**config.mk**
```make
export PLATFORM = sky130hd
export DESIGN_NAME = i2c_module
export DESIGN_NICKNAME = d
export VERILOG_FILES = /design/src/rtl/i2c_module.sv
export SDC_FILE = /design/constraint.sdc
export NUM_CORES = 1
export LEC_CHECK = 0
export BUFFER_PORTS_ARGS = -buffer_cell sky130_fd_sc_hd__buf_4
export CAP_MARGIN = 20
export CORE_MARGIN = 2
export CORE_UTILIZATION = 57
export CTS_CLUSTER_DIAMETER = 120
export CTS_CLUSTER_SIZE = 28
export DETAILED_ROUTE_END_ITERATION = 12
export PLACE_DENSITY = 0.76
export SLEW_MARGIN = 20
export SYNTH_ARGS = -nofsm -noshare
export SYNTH_HDL_FRONTEND = slang
export SYNTH_SLANG_ARGS = --single-unit
```
**constraint.sdc**
```tcl
create_clock -name CLK -period 2.3 [get_ports CLK]
set_input_delay 0.46 -clock CLK [delete_from_list [all_inputs] [get_ports CLK]]
set_output_delay 0.46 -clock CLK [all_outputs]
set_load 0.05 [all_outputs]
```
**src/rtl/i2c_module.sv**
```systemverilog
// rtl/i2c_module.sv - I2C target with a small byte-wide register bank
//
// Purpose: oversampled I2C target. It decodes START/STOP, the 7-bit address,
// a register pointer and data bytes, and answers with ACKs and read data.
// Ports:
//   CLK   - system clock, all logic on the rising edge
//   Reset - asynchronous active-low reset
//   SCL   - I2C clock from the controller
//   iSDA  - I2C data as seen on the bus
//   oSDA  - target data drive, 0 = pull low, 1 = release
module i2c_module #(
  parameter logic [6:0] ADDRESS = 7'h50,
  parameter int         NREGS   = 16
) (
  input  logic CLK,
  input  logic Reset,
  input  logic SCL,
  input  logic iSDA,
  output logic oSDA
);

  localparam int PW = $clog2(NREGS);

  typedef enum logic [2:0] {
    IDLE, ADDR, ADDR_ACK, PTR, WDATA, WACK, RDATA, RACK
  } stateT;

  stateT          state, stateNext;
  logic [1:0]     sclSync, sdaSync;
  logic           sclPrev, sdaPrev;
  logic [3:0]     bitCnt, cntNext;
  logic [7:0]     shiftReg, shiftNext;
  logic [PW-1:0]  ptr, ptrNext;
  logic           oSdaNext;
  logic           wrEn;
  logic [7:0]     regs [NREGS];
  logic [7:0]     rdByte;

  logic sclS, sdaS, sclRise, sclFall, startCond, stopCond;

  assign sclS    = sclSync[1];
  assign sdaS    = sdaSync[1];
  assign sclRise = sclS & ~sclPrev;
  assign sclFall = ~sclS & sclPrev;
  // SCL must be high on both samples so an SDA change that races an SCL
  // edge is never taken as a bus condition.
  assign startCond = sclS & sclPrev & sdaPrev & ~sdaS;
  assign stopCond  = sclS & sclPrev & ~sdaPrev & sdaS;
  assign rdByte    = regs[ptr];

  always_ff @(posedge CLK or negedge Reset) begin
    if (!Reset) begin
      sclSync  <= 2'b11;
      sdaSync  <= 2'b11;
      sclPrev  <= 1'b1;
      sdaPrev  <= 1'b1;
      state    <= IDLE;
      bitCnt   <= '0;
      shiftReg <= '0;
      ptr      <= '0;
      oSDA     <= 1'b1;
      for (int i = 0; i < NREGS; i++) regs[i] <= '0;
    end else begin
      sclSync  <= {sclSync[0], SCL};
      sdaSync  <= {sdaSync[0], iSDA};
      sclPrev  <= sclS;
      sdaPrev  <= sdaS;
      state    <= stateNext;
      bitCnt   <= cntNext;
      shiftReg <= shiftNext;
      ptr      <= ptrNext;
      oSDA     <= oSdaNext;
      if (wrEn) regs[ptr] <= shiftReg;
    end
  end

  always_comb begin
    stateNext = state;
    cntNext   = bitCnt;
    shiftNext = shiftReg;
    ptrNext   = ptr;
    oSdaNext  = oSDA;
    wrEn      = 1'b0;
    if (startCond) begin
      stateNext = ADDR;
      cntNext   = '0;
      oSdaNext  = 1'b1;
    end else if (stopCond) begin
      stateNext = IDLE;
      cntNext   = '0;
      oSdaNext  = 1'b1;
    end else begin
      case (state)
        IDLE: oSdaNext = 1'b1;
        ADDR, PTR, WDATA: begin
          if (sclRise && bitCnt < 4'd8) begin
            shiftNext = {shiftReg[6:0], sdaS};
            cntNext   = bitCnt + 4'd1;
          end else if (sclFall && bitCnt == 4'd8) begin
            // Falling edge after the 8th bit: decide the 9th (ACK) clock.
            cntNext   = '0;
            oSdaNext  = 1'b0;
            stateNext = WACK;
            if (state == ADDR) begin
              if (shiftReg[7:1] == ADDRESS) begin
                stateNext = ADDR_ACK;
              end else begin
                stateNext = IDLE;
                oSdaNext  = 1'b1;
              end
            end else if (state == PTR) begin
              ptrNext = shiftReg[PW-1:0];
            end else begin
              wrEn    = 1'b1;
              ptrNext = ptr + PW'(1);
            end
          end
        end
        ADDR_ACK: begin
          // shiftReg[0] still holds the R/W bit of the address byte.
          if (sclFall) begin
            if (shiftReg[0]) begin
              stateNext = RDATA;
              shiftNext = rdByte;
              oSdaNext  = rdByte[7];
            end else begin
              stateNext = PTR;
              oSdaNext  = 1'b1;
            end
          end
        end
        WACK: begin
          if (sclFall) begin
            stateNext = WDATA;
            oSdaNext  = 1'b1;
          end
        end
        RDATA: begin
          if (sclRise && bitCnt < 4'd8) begin
            cntNext = bitCnt + 4'd1;
          end else if (sclFall) begin
            if (bitCnt == 4'd8) begin
              oSdaNext  = 1'b1;
              cntNext   = '0;
              stateNext = RACK;
            end else if (bitCnt != 4'd0) begin
              shiftNext = {shiftReg[6:0], 1'b0};
              oSdaNext  = shiftReg[6];
            end
          end
        end
        RACK: begin
          // Controller ACK advances the pointer at the rising edge so the
          // following falling edge can present the next register directly.
          if (sclRise) begin
            if (sdaS) stateNext = IDLE;
            else      ptrNext   = ptr + PW'(1);
          end else if (sclFall) begin
            stateNext = RDATA;
            shiftNext = rdByte;
            oSdaNext  = rdByte[7];
          end
        end
        default: stateNext = IDLE;
      endcase
    end
  end

endmodule

```
==> impl_summary.txt, run 1 <==
----------------------------------------------------
[Timing]
  Setup repair after global routing missed its margin ... true
  Top achievable clock speed ... 438 MHz
  Remaining max-slew budget at the tightest pin ... 68.6%
  Slew at the pin with the worst max-slew slack ... 0.464 ns
  Final hold violations ... 0
  Min Clock Period, post-route ... 2.28 ns
  Max Slew Vio Count ... 0
  Hold slack final ... ~0.14 ns
  Post-Route Skew ... 0.00948 ns
  Final number of setup-violating endpoints ... 0
  Final Cycle Share ... 99.2%

[Route]
  Via count ... 4998
  Met1 wire length ... between 7 and 8 mm
  Uppermost layer routed ... met4
  Vias per cell ... roughly 6.2
  Met3 wire len ... 728 µm
  Number of nets still failing antenna checks after routing ... 0
  DRC violation count after routing ... 0
  Final wirelength ... 17.8 mm
  Met2 Wirelength ... between 8 and 9 mm
  Post-detailed-route wirelength per cell ... 22.2 µm
  DRC violation total after the first TritonRoute iteration ... 530
  Drt first pass iters ... 6

[Global routing]
  GR Overflow Total ... 0
  Overall Global Routing Usage ... 26.3%
  Global-route wire length before repair ... between 20 and 30 mm
  Number of global-route vias before repair ... 5137
  Maximum number of pins on one net before global-route repair ... 62
  Initial antenna violation count ... 0

[Clocking]
  Max Buffers Root-to-Sink ... 2
  CTS tree ... built
  Clock root buffer ... clkbuf_16
  Clock tree sinks ... 154
  H-tree depth reported by CTS ... 4
  Total CTS buffers ... 17
  Clock-pin slew on the worst setup and hold paths ... 0.06 ns
  Later-pin clock latency in the skew report ... approximately 0.43 ns

[Critical path]
  Endpoint kind of the worst setup timing path ... flip-flop
  Cells on worst reg2reg path ... 6
  Worst reg-to-reg setup slack ... 0.02 ns
  Critical Path Start Type ... flip-flop
  Required time at the endpoint of the critical path ... approximately 2.6 ns
  Worst Path Arrival ... about 2.6 ns
  Biggest fanout along the worst timing path ... 8
  Critical path class ... flip-flop to flip-flop
  RR Endpoint ... regs[121]
  Worst R2R Start ... sdaPrev

[Placement]
  Final GP Congestion ... 0.902
  Buffers added on ports ... 4
  Standard cell area after detailed placement ... 8390 µm²
  Total half-perimeter wirelength after legalization and detailed placement ... between 10 and 15 mm

[Layout]
  Final Cell Area ... 9200 µm²
  Number of diodes added for antenna fixing ... 0
  Final standard cell utilization of the core ... 69.5%
  Number of nets in the final layout ... 629
  Layout area overhead ... 18.6%
  Share of cells above drive strength 1 ... between 40% and 50%

[Synth]
  Synthesized area per cell ... 13.4 µm²
  Syn Std Cell Area ... about 7800 µm²
  Most numerous cell types in the synthesized netlist ... dfrtp_1, mux2_2, mux2i_1
  Biggest area contributors in the synthesized netlist ... dfrtp_1, mux2_2, mux2_4, mux4_2, mux2i_1
  Number of distinct library cells after synthesis ... 58
  Instance count of the mapped netlist ... a little under 600
  Number of register bits inferred by synthesis ... 154
  Share of synthesized area occupied by flip-flops and latches ... 49.8%
  Post-Synthesis Net Count ... 591
  Number of synthesis warnings ... 0
  Post-synth ARST share ... 100%
  Leading area contributor after synthesis ... dfrtp_1
  Most used DFF post-synth ... dfrtp_1
  Post-synth EDFFs ... 0
  Most common cell in the netlist ... dfrtp_1
  Post-synth top area share ... 47.4%

[Power and ir drop]
  Power Dens Cells ... approximately 720 nW/µm²
  Internal ... around 4900 µW
  NetSw ... 1740 µW
  Leakage component of the power ... 0.00428 µW
  IR Drop Worst-Case VDD ... 0.000555 V
  Sw Ratio ... 26.3%
  Sequential share of power ... 43.2%
  Clk network pwr share ... 43.1%
  Combinational Power Share ... 13.7%

[Min path]
  Cell depth of the worst hold path ... 1
  Min-Delay Endpoint ... sclSync[0]
  Hold wc startpoint ... SCL
  Class of the tightest hold or removal check ... input pin to flip-flop

[Floorplan]
  Vertical die dimension ... 121 µm
  Area of the die ... 14600 µm²
  Core ar. ... 13200 µm²
  Rows ... 42
  Width of the chip ... 121 µm
  Initial cell density of the core ... about three fifths
  IO Count ... 5

[Job]
  Total of max-cap violations ... 0

[Outcome]
  Status ... completed

----------------------------------------------------
worst max path at each step:
stage / startpoint / endpoint / slack (ns) / cells after the start
5_1_grt: sclPrev / regs[99] / -0.06 / 8
4_1_cts: sdaPrev / regs[33] / 0.01 / 8
3_5_place_dp: sdaPrev / regs[121] / -0.06 / 6
6_report: sdaPrev / regs[121] / 0.02 / 6
3_3_place_gp: sdaPrev / regs[116] / -0.02 / 6
2_1_floorplan: sclPrev / regs[100] / -0.008 / 8
per-stage QoR:
step | std cells | TNS (ns) | setup WS [ns] | power, µW
global placement | 770 | -0.197 | -0.0206 | 3720
detailed placement | 770 | -0.711 | -0.0583 | 3770
finish | 804 | 0 | 0.0184 | 6600
CTS | 802 | 0 | 0.0101 | 6620
global route | 804 | -1.29 | -0.0623 | 6830
floorplan | 578 | -0.237 | -0.00755 | 3370
cells by family (layout without fill, tap and decap cells):
group                    count (synthesis)  after routing  synth area share (%)
AO/OA/AOI/OAI                           73             73                  6.87
XOR/XNOR                                 2              2                 0.226
adder cells (fa/ha/maj)                  9              9                  1.45
buffers and inverters                   55            105                  3.16
flip-flops                             154            154                  49.8
multiplexers                           194            194                  31.7
AND/OR/NAND/NOR                         91             91                  6.78
sequential cells by signal (all words and copies together), names as in the netlist:
name and count:
bitCnt 4, oSDA 1, ptr 4, regs 128
sclPrev 1, sclSync 2, sdaPrev 1, sdaSync 2
shiftReg 8, state 3
metal layers:
| metal | vias up | global-route usage, % |
|---|---|---|
| li1 | 2203 | - |
| met1 | 2616 | 36.2 |
| met2 | 145 | 43.0 |
| met3 | 34 | 4.67 |
| met4 | 0 | 7.56 |
| met5 | - | 0 |
cell type report:
class,count,area (µm²)
inverters,13,48.8
flip-flops and latches,154,3860
multi-input cells,369,3800
well taps,176,220
fillers,888,4040
clock buffers,24,482
clock inverters,7,115
repair buffers,61,672
power by group through the flow:
stage,clock [µW],sequential (µW),combinational (µW)
3_3_place_gp,0,2890,832
4_1_cts,2890,2850,888
5_1_grt,3000,2860,968
6_report,2850,2850,906
2_1_floorplan,0,2890,477
3_5_place_dp,0,2900,872
critical path: stages (launching register included):
cell and delay, ns:
dfstp_2 0.55, xor2_1 0.13, a2111oi_4 0.41, buf_4 0.21
nand2_2 0.07, or3_4 0.46, mux2_4 0.33
cells in the final DEF, fill, tap and decap left out, drive strengths merged, types with 12 or more instances in the layout:
master	n
inv	13
o21ai	17
buf	60
mux4	18
nor2	21
nand2	23
a22oi	12
dfrtp	147
clkbuf	24
mux2	136
mux2i	40
what timing repair did:
item	CTS	global route
setup endpoints to repair	17	132
endpoints found under the hold margin	31	0
gates resized for setup	3	38
gates cloned	0	0
pin swaps	0	7
setup buffers	0	2
hold buffers	1	0
No activity file was read; power rests on OpenSTA's default activity.
==> run 2, diff against run 1 <==
Settings changed: CORE_UTILIZATION 57 to 59, CTS_BUF_LIST set to sky130_fd_sc_hd__clkbuf_8, PLACE_DENSITY 0.76 to 0.78.
==> run 2 against run 1 <==
Largest power group unchanged. Critical endpoint is now regs[32]. Cell count shrank 0.12%. Power shrank 8.3%. Global-route usage grew 0.73 points. Cell area shrank 2.8%.
==> impl_summary.txt, run 2 (synthesized netlist as in run 1, its figures left out) <==
----------------------------------------------------
[Global routing]
  Maximum number of pins on one net before global-route repair ... 62 (unchanged)
  Number of global-route vias before repair ... 5360 (+4.3%)
  Initial antenna violation count ... 0 (unchanged)
  GR Overflow Total ... 0 (unchanged)
  Global-route wire length before repair ... 29.2 mm (+1.9%)
  Overall Global Routing Usage ... 27.0% (+0.73 points)

[Floorplan]
  Vertical die dimension ... 119 µm (-1.7%)
  Core ar. ... 12700 µm² (-3.9%)
  Width of the chip ... 119 µm (-1.7%)
  Initial cell density of the core ... 60.9% (+2.4 points)
  Rows ... 41 (-2.4%)
  Area of the die ... 14100 µm² (-3.3%)
  IO Count ... 5 (unchanged)

[Critical path]
  Top delay family on crit path ... flip-flops
  Worst Path Arrival ... 2.60 ns (+0.02 ns)
  Critical Path Start Type ... flip-flop
  Highest-delay cell along the critical path ... dfstp_2
  Required time at the endpoint of the critical path ... 2.64 ns (+0.04 ns)
  Ordered cell list for the critical path ... ha_4 -> nand4b_4 -> a2111oi_4 -> buf_4 -> nand2_2 -> buf_4 -> nor2_4 -> buf_6 -> mux2_2
  Biggest fanout along the worst timing path ... 6 (-2)
  Endpoint kind of the worst setup timing path ... flip-flop
  Cell occurring most often along the worst timing path ... buf_4
  Critical path class ... flip-flop to flip-flop
  Max incr delay on CP ... 0.57 ns (+0.02 ns)
  Number of buffer and inverter stages on the critical path ... 3 (+2)

[Clocking]
  Total CTS buffers ... 17 (unchanged)
  CTS tree ... built
  Clock-pin slew on the worst setup and hold paths ... 0.08 ns (+0.02 ns)
  Clock tree sinks ... 154 (unchanged)
  H-tree depth reported by CTS ... 4 (unchanged)
  Max Buffers Root-to-Sink ... 2 (unchanged)
  Later-pin clock latency in the skew report ... 0.46 ns (+0.03 ns)
  Clock root buffer ... clkbuf_8

[Route]
  DRC violation total after the first TritonRoute iteration ... 464 (-12%)
  Final wirelength ... 17.8 mm (-0.31%)
  Post-detailed-route wirelength per cell ... 22.1 µm (-0.19%)
  DRC violation count after routing ... 0 (unchanged)
  Drt first pass iters ... 5 (-1)
  Via count ... 5043 (+0.90%)
  Vias per cell ... 6.28 (+1.0%)
  Number of nets still failing antenna checks after routing ... 0 (unchanged)

[Layout]
  Final Cell Area ... 8940 µm² (-2.8%)
  Layout area overhead ... 15.3%
  Final standard cell utilization of the core ... 70.3% (+0.80 points)
  Top library cells by usage in the layout, fill and taps aside ... dfrtp_1, mux2_2, buf_4
  Max FFs per register ... 128 (unchanged)
  Number of nets in the final layout ... 631 (+0.32%)
  Number of diodes added for antenna fixing ... 0 (unchanged)
  Reg with most FFs ... regs
  Layout Cells excl Fill ... 803 (-0.12%)
  Registers with the most flip-flops ... regs x128, shiftReg x8
  Most common cell after layout, fill and taps aside ... dfrtp_1
  Share of cells above drive strength 1 ... 44.8% (+0.42 points)

[Timing]
  Final Cycle Share ... 98.0% (-1.2 points)
  Final number of setup-violating endpoints ... 0 (unchanged)
  Setup repair after global routing missed its margin ... true
  Slew at the pin with the worst max-slew slack ... 0.548 ns (+0.0837 ns)
  Final setup TNS ... 0 ns (unchanged)
  Final hold violations ... 0 (unchanged)
  Remaining max-slew budget at the tightest pin ... 63.5% (-5.2 points)
  Post-Route Skew ... 0.0110 ns (+0.00149 ns)
  Top achievable clock speed ... 444 MHz (+1.2%)
  Min Clock Period, post-route ... 2.25 ns (-0.0270 ns)
  Max Slew Vio Count ... 0 (unchanged)

[Placement]
  Cells after DPL ... 765 (-0.65%)
  Buffers added on ports ... 4 (unchanged)
  Total half-perimeter wirelength after legalization and detailed placement ... 12.1 mm (+2.9%)
  Final GP Congestion ... 0.880 (-2.4%)
  Standard cell area after detailed placement ... 8340 µm² (-0.60%)

[Job]
  Total of max-cap violations ... 0 (unchanged)

[Power and ir drop]
  Leakage component of the power ... 0.00421 µW (-1.7%)
  Power Dens Cells ... 677 nW/µm² (-5.6%)
  IR Drop Worst-Case VDD ... 0.000512 V (-7.8%)

[Min path]
  Class of the tightest hold or removal check ... input pin to flip-flop

[Outcome]
  Status ... completed

----------------------------------------------------
-- run 2: through the flow --
stage | power (µW) | worst slack [ns] | hold slack (ns)
floorplan | 3370 | -0.00755 | 0.164
global placement | 3730 | -0.0525 | 0.349
detailed placement | 3760 | -0.127 | 0.356
CTS | 6070 | 0.00672 | 0.0799
global route | 6300 | -0.0123 | 0.0755
finish | 6050 | 0.0454 | 0.105
-- run 2: where the power goes --
group | switching (µW) | internal (µW)
Combinational | 621 | 280
Sequential | 52.7 | 2790
Clock | 1000 | 1310
-- run 2: timing repair --
item / in CTS / in global routing
setup endpoints to repair: 56 / 134
endpoints found under the hold margin: 48 / 0
pin swaps: 0 / 3
resized for setup: 4 / 19
buffers inserted: 1 / 4
hold buffers: 1 / 0
-- run 2: metal layers --
layer	wire, µm	part of all wire, %	up-vias	global-route usage, %
met5	0	0	-	0
li1	-	-	2199	-
met4	200	1.1	0	8.18
met3	878	4.9	20	6.27
met1	7630	43	2663	36.3
met2	9070	51	161	43.9
-- run 2: worst register-to-register path, stage by stage, from the launching register on --
cell and delay (ns):
dfstp_2 0.57, ha_4 0.16, nand4b_4 0.12, a2111oi_4 0.20, buf_4 0.21, nand2_2 0.06, buf_4 0.18, nor2_4 0.12
buf_6 0.16, mux2_2 0.35
-- run 2: area by class of cell --
class	instances	area [µm²]
inverters	13	48.8
clock inverters	14	203
clock buffers	18	248
repair buffers	63	634
fillers	904	3780
multi-input cells	369	3720
well taps	172	215
flip-flops and latches	154	3870
-- run 2: worst paths after layout --
path	from	to	slack [ns]	depth (start not counted)
worst min register to register	sclSync[0]	sclSync[1]	0.37	0
worst min-delay path	iSDA	sdaSync[0]	0.10	1
worst max register to register	sclPrev	regs[32]	0.05	9
max in group asynchronous	Reset	regs[83]	1.11	3
worst max-delay path	sclPrev	regs[32]	0.05	9
min in group asynchronous	Reset	regs[34]	0.50	2
